[config.mk]
export PLATFORM = sky130hd
export DESIGN_NAME = store_drain_scheduler
export DESIGN_NICKNAME = d
export VERILOG_FILES = /design/src/rtl/store_drain_scheduler.sv
export SDC_FILE = /design/constraint.sdc
export NUM_CORES = 1
export LEC_CHECK = 0
export BUFFER_PORTS_ARGS = -buffer_cell sky130_fd_sc_hd__buf_2
export CORE_AREA = 5 5 210 161
export DETAILED_ROUTE_END_ITERATION = 10
export DIE_AREA = 0 0 215 166
export MAX_ROUTING_LAYER = met4
export PLACE_DENSITY = 0.79
export SYNTH_ARGS = -nofsm -noshare
export SYNTH_HDL_FRONTEND = slang
export SYNTH_SLANG_ARGS = --single-unit
[constraint.sdc]
create_clock -name clk_in -period 3.4 [get_ports clk_in]
set_input_delay 0.17 -clock clk_in [delete_from_list [all_inputs] [get_ports clk_in]]
set_output_delay 0.17 -clock clk_in [all_outputs]
set_load 0.01 [all_outputs]
[src/rtl/store_drain_scheduler.sv]
// Store drain scheduler: queues committed stores, arbitrates a single memory
// controller port between the pending load and in-order store drain.
module store_drain_scheduler #(
  parameter int DEPTH     = 4,
  parameter int PTR_WIDTH = 2
) (
  input  logic        clk_in,
  input  logic        rst_in,
  input  logic        rdy_in,
  input  logic        st_req_en,
  input  logic [31:0] st_addr,
  input  logic [1:0]  st_width,
  input  logic [31:0] st_data,
  output logic        st_ready,
  input  logic        ld_req_en,
  input  logic [31:0] ld_addr,
  input  logic [1:0]  ld_width,
  output logic        ld_ready,
  output logic        ld_result_en,
  output logic [31:0] ld_result_data,
  output logic        buf_empty,
  output logic        mc_query_en,
  output logic        mc_query_type,
  output logic [31:0] mc_query_addr,
  output logic [1:0]  mc_data_width,
  output logic [31:0] mc_query_data,
  input  logic        mc_result_en,
  input  logic [31:0] mc_result_data
);

  typedef enum logic [1:0] {IDLE, LOAD_WAIT, STORE_WAIT} state_e;

  localparam logic [PTR_WIDTH:0]   FULL    = (PTR_WIDTH+1)'(DEPTH);
  localparam logic [PTR_WIDTH:0]   CNT_ONE = (PTR_WIDTH+1)'(1);
  localparam logic [PTR_WIDTH-1:0] PTR_ONE = PTR_WIDTH'(1);

  state_e               state_q, state_d;
  logic [PTR_WIDTH-1:0] head_q, head_d, tail_q, tail_d;
  logic [PTR_WIDTH:0]   count_q, count_d;
  logic [31:0]          fifo_addr_q  [DEPTH];
  logic [31:0]          fifo_data_q  [DEPTH];
  logic [1:0]           fifo_width_q [DEPTH];

  logic        ld_pending_q, ld_pending_d;
  logic [31:0] ld_addr_q, ld_addr_d;
  logic [1:0]  ld_width_q, ld_width_d;
  logic        ld_result_en_q, ld_result_en_d;
  logic [31:0] ld_result_data_q, ld_result_data_d;
  logic        mc_type_q, mc_type_d;
  logic [31:0] mc_addr_q, mc_addr_d;
  logic [1:0]  mc_width_q, mc_width_d;
  logic [31:0] mc_data_q, mc_data_d;

  logic st_accept, ld_accept, deq, ld_blocked;

  // Width code 3 is folded into a word access so it never reaches the port.
  function automatic logic [1:0] norm_width(input logic [1:0] w);
    return (w == 2'd3) ? 2'd2 : w;
  endfunction

  function automatic logic [31:0] mask_data(input logic [31:0] d, input logic [1:0] w);
    case (w)
      2'd0:    return {24'd0, d[7:0]};
      2'd1:    return {16'd0, d[15:0]};
      default: return d;
    endcase
  endfunction

  assign st_ready       = (count_q != FULL);
  assign ld_ready       = !ld_pending_q;
  assign buf_empty      = (count_q == '0) && (state_q == IDLE);
  assign mc_query_en    = (state_q != IDLE) && !mc_result_en;
  assign mc_query_type  = mc_type_q;
  assign mc_query_addr  = mc_addr_q;
  assign mc_data_width  = mc_width_q;
  assign mc_query_data  = mc_data_q;
  assign ld_result_en   = ld_result_en_q;
  assign ld_result_data = ld_result_data_q;

  assign st_accept = st_req_en && st_ready;
  assign ld_accept = ld_req_en && ld_ready;

  // A slot is live when its distance from head is below count; the two
  // MMIO words are ordered against every outstanding store.
  always_comb begin
    ld_blocked = 1'b0;
    for (int i = 0; i < DEPTH; i++) begin
      if (({1'b0, PTR_WIDTH'(i) - head_q} < count_q) &&
          (fifo_addr_q[i][31:2] == ld_addr_q[31:2]))
        ld_blocked = 1'b1;
    end
    if (((ld_addr_q == 32'h0003_0000) || (ld_addr_q == 32'h0003_0004)) && (count_q != '0))
      ld_blocked = 1'b1;
  end

  always_comb begin
    state_d          = state_q;
    head_d           = head_q;
    tail_d           = tail_q;
    count_d          = count_q;
    ld_pending_d     = ld_pending_q;
    ld_addr_d        = ld_addr_q;
    ld_width_d       = ld_width_q;
    ld_result_en_d   = 1'b0;
    ld_result_data_d = ld_result_data_q;
    mc_type_d        = mc_type_q;
    mc_addr_d        = mc_addr_q;
    mc_width_d       = mc_width_q;
    mc_data_d        = mc_data_q;
    deq              = 1'b0;

    case (state_q)
      IDLE: begin
        if ((count_q == FULL) || ((count_q != '0) && !(ld_pending_q && !ld_blocked))) begin
          mc_type_d  = 1'b1;
          mc_addr_d  = fifo_addr_q[head_q];
          mc_width_d = fifo_width_q[head_q];
          mc_data_d  = fifo_data_q[head_q];
          state_d    = STORE_WAIT;
        end else if (ld_pending_q && !ld_blocked) begin
          mc_type_d  = 1'b0;
          mc_addr_d  = ld_addr_q;
          mc_width_d = ld_width_q;
          mc_data_d  = '0;
          state_d    = LOAD_WAIT;
        end
      end
      LOAD_WAIT: begin
        if (mc_result_en) begin
          ld_result_en_d   = 1'b1;
          ld_result_data_d = mask_data(mc_result_data, ld_width_q);
          ld_pending_d     = 1'b0;
          state_d          = IDLE;
        end
      end
      STORE_WAIT: begin
        if (mc_result_en) begin
          deq     = 1'b1;
          state_d = IDLE;
        end
      end
      default: state_d = IDLE;
    endcase

    if (ld_accept) begin
      ld_pending_d = 1'b1;
      ld_addr_d    = ld_addr;
      ld_width_d   = norm_width(ld_width);
    end
    if (st_accept) tail_d = tail_q + PTR_ONE;
    if (deq)       head_d = head_q + PTR_ONE;
    case ({st_accept, deq})
      2'b10:   count_d = count_q + CNT_ONE;
      2'b01:   count_d = count_q - CNT_ONE;
      default: count_d = count_q;
    endcase
  end

  // Control and port-visible registers
  always_ff @(posedge clk_in) begin
    if (rst_in) begin
      state_q          <= IDLE;
      head_q           <= '0;
      tail_q           <= '0;
      count_q          <= '0;
      ld_pending_q     <= 1'b0;
      ld_addr_q        <= '0;
      ld_width_q       <= '0;
      ld_result_en_q   <= 1'b0;
      ld_result_data_q <= '0;
      mc_type_q        <= 1'b0;
      mc_addr_q        <= '0;
      mc_width_q       <= '0;
      mc_data_q        <= '0;
    end else if (rdy_in) begin
      state_q          <= state_d;
      head_q           <= head_d;
      tail_q           <= tail_d;
      count_q          <= count_d;
      ld_pending_q     <= ld_pending_d;
      ld_addr_q        <= ld_addr_d;
      ld_width_q       <= ld_width_d;
      ld_result_en_q   <= ld_result_en_d;
      ld_result_data_q <= ld_result_data_d;
      mc_type_q        <= mc_type_d;
      mc_addr_q        <= mc_addr_d;
      mc_width_q       <= mc_width_d;
      mc_data_q        <= mc_data_d;
    end
  end

  // Store payload storage; only slots between head and tail are meaningful
  always_ff @(posedge clk_in) begin
    if (rdy_in && !rst_in && st_accept) begin
      fifo_addr_q[tail_q]  <= st_addr;
      fifo_data_q[tail_q]  <= st_data;
      fifo_width_q[tail_q] <= norm_width(st_width);
    end
  end

endmodule

# == Word level (Yosys, flattened, before mapping) ==
# Memory sizes are Yosys's and may differ from the RTL's. A register that Yosys moved wholly into a read port is not among the register bits.
# Cells that the tools add are included.
# classes
muxes,35
n_addsub,8
n_eq_ne,17
n_reduce_logical,38
n_lt_le_gt_ge,4
# op_table
op,n
32-bit two-way mux,4
30-bit == test,4
"32-bit by 18-bit == test with 1-bit output, second input constant",2
32-bit one-hot mux with 2 select lines,1
2-bit two-way mux,13
1-bit two-way mux,15
1-bit logical AND,13
2-bit by 3-bit less-than comparator with 1-bit output,4
3-bit AND reduction,4
2-bit nonzero test,5
"2-bit == test, second input constant",4
2-bit AND reduction,4
"2-bit by 1-bit == test with 1-bit output, second input constant",3
3-bit one-hot mux with 2 select lines,1
1-bit logical NOT,5
"2-bit by 1-bit adder with 2-bit output, second input constant",2
2-bit logical NOT,2
2-bit one-hot mux with 2 select lines,1
"1-bit by 2-bit subtractor with 2-bit output, first input constant",2
"2-bit subtractor, first input constant",2
"3-bit by 1-bit adder with 3-bit output, second input constant",1
"3-bit == test, second input constant",1
3-bit logical NOT,1
"3-bit by 1-bit inequality test with 1-bit output, second input constant",1
6 further kinds,7
# totals
mem_bits_rw,264
mem_count,3
out_inout_bits,104
ff_bits,144
elab_cells,118
input_bits,138
# memory_table
memory,words,width,read_ports,rd_ports_with_merged_regs,write_ports,line_no,rtl
fifo_addr_q,4,32,5,1,1,40,logic [31:0] fifo_addr_q [DEPTH];
fifo_data_q,4,32,1,1,1,41,logic [31:0] fifo_data_q [DEPTH];
fifo_width_q,4,2,1,1,1,42,logic [1:0] fifo_width_q [DEPTH];

# == Depth between registers and ports, before layout ==
# logic_depth
ltp_word,15
mapped_depth,13

# == Worst setup path after synthesis ==
# Ideal clock, no wire load.
# synth_path
path_type,register -> register
from,register count_q[2]
to,memory fifo_addr_q[2][0] (enable)
arrival_ns,2.623
synth_period_minus_slack_ns,3.054
path_slack_ns,0.346
stages_incl_launch_ff,6
required_ns,2.969
path_cell_list,dfxtp_1 > clkbuf_1 > nand3_1 > nand2_1 > nor3b_1 > and2_1
# synth_via
elab_chain_cells,5
# synth_rtl
item,line_no,rtl
start: declaration,39,"logic [PTR_WIDTH:0] count_q, count_d;"
start signal: assignment,179,count_q <= count_d;
3-bit inequality test,69,assign st_ready = (count_q != FULL);
net st_ready,14,"output logic st_ready,"
1-bit logical AND,80,assign st_accept = st_req_en && st_ready;
1-bit logical AND,194,if (rdy_in && !rst_in && st_accept) begin
1-bit two-way mux,194,
1-bit two-way mux (implied by the code),195,fifo_addr_q[tail_q] <= st_addr;
end: declaration,40,
# The timed path passes the listed nets, and every way through them passes these cells.

# == Worst setup path after layout ==
# layout_path
from,register ld_addr_q[14]
to,register mc_addr_q[17] (netlist: mc_query_addr[17])
# layout_via
elab_chain_cells,14
word_cells_on_any_way,25
classes_between,eq/ne: 6; mux: 6; reduce/logical: 13
# layout_rtl
item,line_no,rtl
start: declaration,45,"logic [31:0] ld_addr_q, ld_addr_d;"
start signal: assignment,181,ld_addr_q <= ld_addr_d;
30-bit == test,89,(fifo_addr_q[i][31:2] == ld_addr_q[31:2]))
1-bit logical AND,88,"if (({1'b0, PTR_WIDTH'(i) - head_q} < count_q) &&"
1-bit two-way mux (4 in series),88,
1-bit two-way mux (*),92,if (((ld_addr_q == 32'h0003_0000) || (ld_addr_q == 32'h0003_0004)) && (count_q != '0))
1-bit logical NOT (*),"114, 120",
1-bit logical AND (*),"114, 120",
1-bit logical NOT,114,if ((count_q == FULL) || ((count_q != '0) && !(ld_pending_q && !ld_blocked))) begin
1-bit logical AND,114,
1-bit logical OR,114,
2-bit nonzero test (no line),n/a,
3-bit AND reduction (no line),n/a,
end signal: assignment,186,mc_addr_q <= mc_addr_d;
end: declaration,50,"logic [31:0] mc_addr_q, mc_addr_d;"
# Every way passes the cells marked *; elsewhere a longest branch is shown, timed or not.
# A chain may end at the register's enable or synchronous reset.

==> impl_metrics.csv <==
group,metric,value,unit
detailed_routing,vias,12900,
grt,grt_first_pass_wirelength,79500,um
logic_synthesis,postSynthNetCount,1507,
power_and_ir_drop,irDropWorstVdd,392,uV
sta,holdWs,0.0479,ns
grt,gr-total-overflow,0,
worst_setup_path,cp-start-kind,"register",
finish,utilization,70.2,%
logic_synthesis,synth_seq_area_share,60.5,%
clock_tree,worst_skew_pair.late_latency,0.57,ns
sta,count_of_final_hold_check_violations,0,
grt,first_global_vias,12600,
logic_synthesis,yosys.area.top_type_share,44.2,%
placed_design,detailedPlacementHpwl,35500,um
placed_design,placement.setup.worst_slack,0.175,ns
detailed_routing,ant_nets,0,
sta,fin_skew,0.0272,ns
worst_setup_path,worst-path-max-fanout,23,
clock_tree,cts.sinks,410,
flow_run,max-cap-violations,0,
clock_tree,h-tree-depth,2,
grt,grt_start_max_net_pins,105,
detailed_routing,drt_iter0_markers,1604,
sta,worst-slew-pin-transition,1.28,ns
worst_setup_path,reg2reg_to,"mc_query_addr[17]$_SDFFE_PP0P_",
grt,number_of_antenna_violations_at_the_first_check_in_global_routing,4,
sta,final_period_minus_worst_setup_slack,3.24,ns
sta,achievable_clock_frequency,0.309,GHz
clock_tree,post_cts.repair.setup_buffers,0,
logic_synthesis,dominantRegCellSynth,"sky130_fd_sc_hd__edfxtp_1",
worst_setup_path,cp-endpoint,"mc_query_addr[17]$_SDFFE_PP0P_",
finish,final_nets,1858,
logic_synthesis,synth_enable_flop_cells,264,
detailed_routing,route.detailed.wl_per_inst,24.8,um
power_and_ir_drop,power_per_cell_area,522,nW/um^2
logic_synthesis,synth_most_common_cell,"sky130_fd_sc_hd__edfxtp_1",
logic_synthesis,synth_warnings,0,
floorplanning,initial_utilization,56.5,%
floorplanning,ios,242,
placed_design,gp_congestion,1.01,
sta,setup_repair_after_global_routing_missed_its_margin,"false",
detailed_routing,drc_errors_left,0,
clock_tree,ctsRootBufferMaster,"sky130_fd_sc_hd__clkbuf_16",
placed_design,io_port_bufs,241,
worst_setup_path,worstRegToRegCells,10,
worst_setup_path,timing.setup.critical_path_class,"register to register",
sta,fin_crit_sh,95.2,%
floorplanning,design.die.area,35700,sq um
sta,final.setup.worst_slack,0.162,ns
clock_tree,cts_buffers,40,
sta,timing.max_slew.rel_slack,14.8,%
power_and_ir_drop,power.leakage,8.36,nW
logic_synthesis,ys_top_cells_by_count,"264 x sky130_fd_sc_hd__edfxtp_1, 146 x sky130_fd_sc_hd__dfxtp_1, 143 x sky130_fd_sc_hd__nand2_1",
finish,fraction_of_final_layout_cells_sized_beyond_drive_strength_1,27.1,%
hold_path,min_path_type,"primary input to register",
sta,final_max_slew_viol_count,0,
finish,fillers,2114,
logic_synthesis,yosys_register_bits,410,
floorplanning,num_rows,57,
sta,fin_tns_setup,0,ns
clock_tree,clk_pin_slew,0.07,ns
detailed_routing,totalWireLength,53400,um
finish,area_delta_synth_final,24.3,%
worst_setup_path,timing.critical_path.required,3.79,ns
logic_synthesis,yosys_cell_types,52,
logic_synthesis,synthesis.area_per_instance,13.2,sq um
run_status,outcome,"complete, no violations",
worst_setup_path,worstPathArrival,3.63,ns
worst_setup_path,worst_setup_path_startpoint,"ld_addr_q[14]$_SDFFE_PP0P_",
floorplanning,chipHeight,166,um
detailed_routing,routed_via_density,5.99,
sta,total_of_endpoints_with_negative_setup_slack_in_the_final_report,0,
worst_setup_path,setup.reg_to_reg.worst_slack,0.16,ns
logic_synthesis,yosys.area.top_type,"sky130_fd_sc_hd__edfxtp_1",
detailed_routing,detailedRoute.firstPassIterationCount,5,
grt,groute.usage.overall,29.8,%
clock_tree,tritoncts,"built",
logic_synthesis,post_synth_instance_area,17900,sq um
floorplanning,die_w,215,um
floorplanning,core-area,31700,sq um
worst_setup_path,regToRegStartpoint,"ld_addr_q[14]$_SDFFE_PP0P_",
logic_synthesis,postSynthCellCount,1356,
logic_synthesis,synth_top_area_cells,"sky130_fd_sc_hd__edfxtp_1 44%, sky130_fd_sc_hd__dfxtp_1 16%, sky130_fd_sc_hd__mux4_2 8.3%",
worst_setup_path,cp-end-kind,"register",
clock_tree,clock_path_buffers,3,
logic_synthesis,asyncSetResetFlopFracSynth,0,%
==> layout by cell type, fill, tap and decap left out, types with 39 or more instances in the layout <==
cell and instances:
sky130_fd_sc_hd__edfxtp_1 264, sky130_fd_sc_hd__nand4_1 39, sky130_fd_sc_hd__buf_2 240, sky130_fd_sc_hd__dfxtp_1 143, sky130_fd_sc_hd__inv_1 79, sky130_fd_sc_hd__buf_4 41, sky130_fd_sc_hd__clkbuf_16 42, sky130_fd_sc_hd__xor2_1 82
sky130_fd_sc_hd__xnor2_1 45, sky130_fd_sc_hd__dlygate4sd3_1 133, sky130_fd_sc_hd__nand2_1 143, sky130_fd_sc_hd__mux4_2 66, sky130_fd_sc_hd__a21oi_1 100
==> per-stage QoR <==
stage	cell area [sq um]	instances	power (W)
floorplan	17900	1356	0.00651
global placement	19600	1945	0.00702
detailed placement	19600	1945	0.00705
CTS	22300	2152	0.0116
global route	22300	2156	0.0120
finish	22300	2156	0.0116
==> worst min-delay path by stage <==
stage | startpoint | endpoint | slack [ns] | cells after the start
2_1_floorplan | st_addr[0] | fifo_addr_q[0][0]$_DFFE_PP_ | 0.27 | 0
5_1_grt | st_width[0] | fifo_width_q[3][0]$_DFFE_PP_ | 0.04 | 2
3_3_place_gp | st_data[9] | fifo_data_q[1][9]$_DFFE_PP_ | 0.38 | 1
6_report | st_width[0] | fifo_width_q[3][0]$_DFFE_PP_ | 0.05 | 2
3_5_place_dp | st_data[27] | fifo_data_q[1][27]$_DFFE_PP_ | 0.39 | 1
4_1_cts | st_width[0] | fifo_width_q[3][0]$_DFFE_PP_ | 0.03 | 2
==> state kept, by name, summed over array words and instances, names as in the netlist, 3 cells and up, named ones only <==
signal,flops
count_q,3
fifo_addr_q,128
fifo_data_q,128
fifo_width_q,8
ld_addr_q,32
ld_result_data,32
mc_query_addr,32
mc_query_data,32
==> kinds of logic (layout without fill, tap and decap cells) <==
family,Yosys count,after routing,synth area share (%)
flip-flops,410,410,60.5
buffers and inverters,192,575,4.89
other,0,4,0
AO/OA/AOI/OAI,254,254,11.2
AND/OR/NAND/NOR,291,291,7.82
adder cells (fa/ha/maj),13,13,0.949
multiplexers,69,69,8.46
XOR/XNOR,127,127,6.20
==> report_power, final <==
part / total (W) / internal, W / switching (W) / leakage, nW
Combinational: 0.00147 / 0.000622 / 0.000845 / 4.12
Clock: 0.00453 / 0.00257 / 0.00196 / 0.667
Sequential: 0.00564 / 0.00547 / 0.000173 / 3.58
Total: 0.0116 / 0.00866 / 0.00298 / 8.36
==> what timing repair did <==
| action | in CTS | in global routing |
|---|---|---|
| endpoints found under the hold margin | 339 | 0 |
| hold buffers | 133 | 0 |
| endpoints found under the setup margin | 0 | 3 |
| gates resized for setup | 0 | 3 |
==> critical path, cell delays in order, from the launching register on <==
cell	delay [ns]
sky130_fd_sc_hd__dfxtp_1	0.72
sky130_fd_sc_hd__xnor2_1	0.15
sky130_fd_sc_hd__nand4_1	0.16
sky130_fd_sc_hd__nor4_1	0.10
sky130_fd_sc_hd__nand3_1	0.11
sky130_fd_sc_hd__nor3b_4	0.90
sky130_fd_sc_hd__o21ai_2	0.11
sky130_fd_sc_hd__buf_4	0.20
sky130_fd_sc_hd__a221oi_1	0.37
sky130_fd_sc_hd__buf_4	0.18
sky130_fd_sc_hd__a211oi_1	0.06
==> cell type report <==
cell class              count  area (sq um)  area share (%)
clock buffers              55          1150            5.16
clock inverters            19           206           0.926
inverters                  79           297            1.33
repair buffers            422          3000            13.5
flip-flops and latches    410         10900            48.7
multi-input cells         754          6250            28.0
well taps                 413           517            2.32
diodes                      4          10.0          0.0449
==> per-layer routing <==
layer | wire length, um | track usage (%)
met1 | 22100 | 41.9
met2 | 23300 | 42.1
met3 | 6800 | 10.4
met4 | 1190 | 7.59
met5 | 0 | -
No activity file was read; power rests on OpenSTA's default activity.
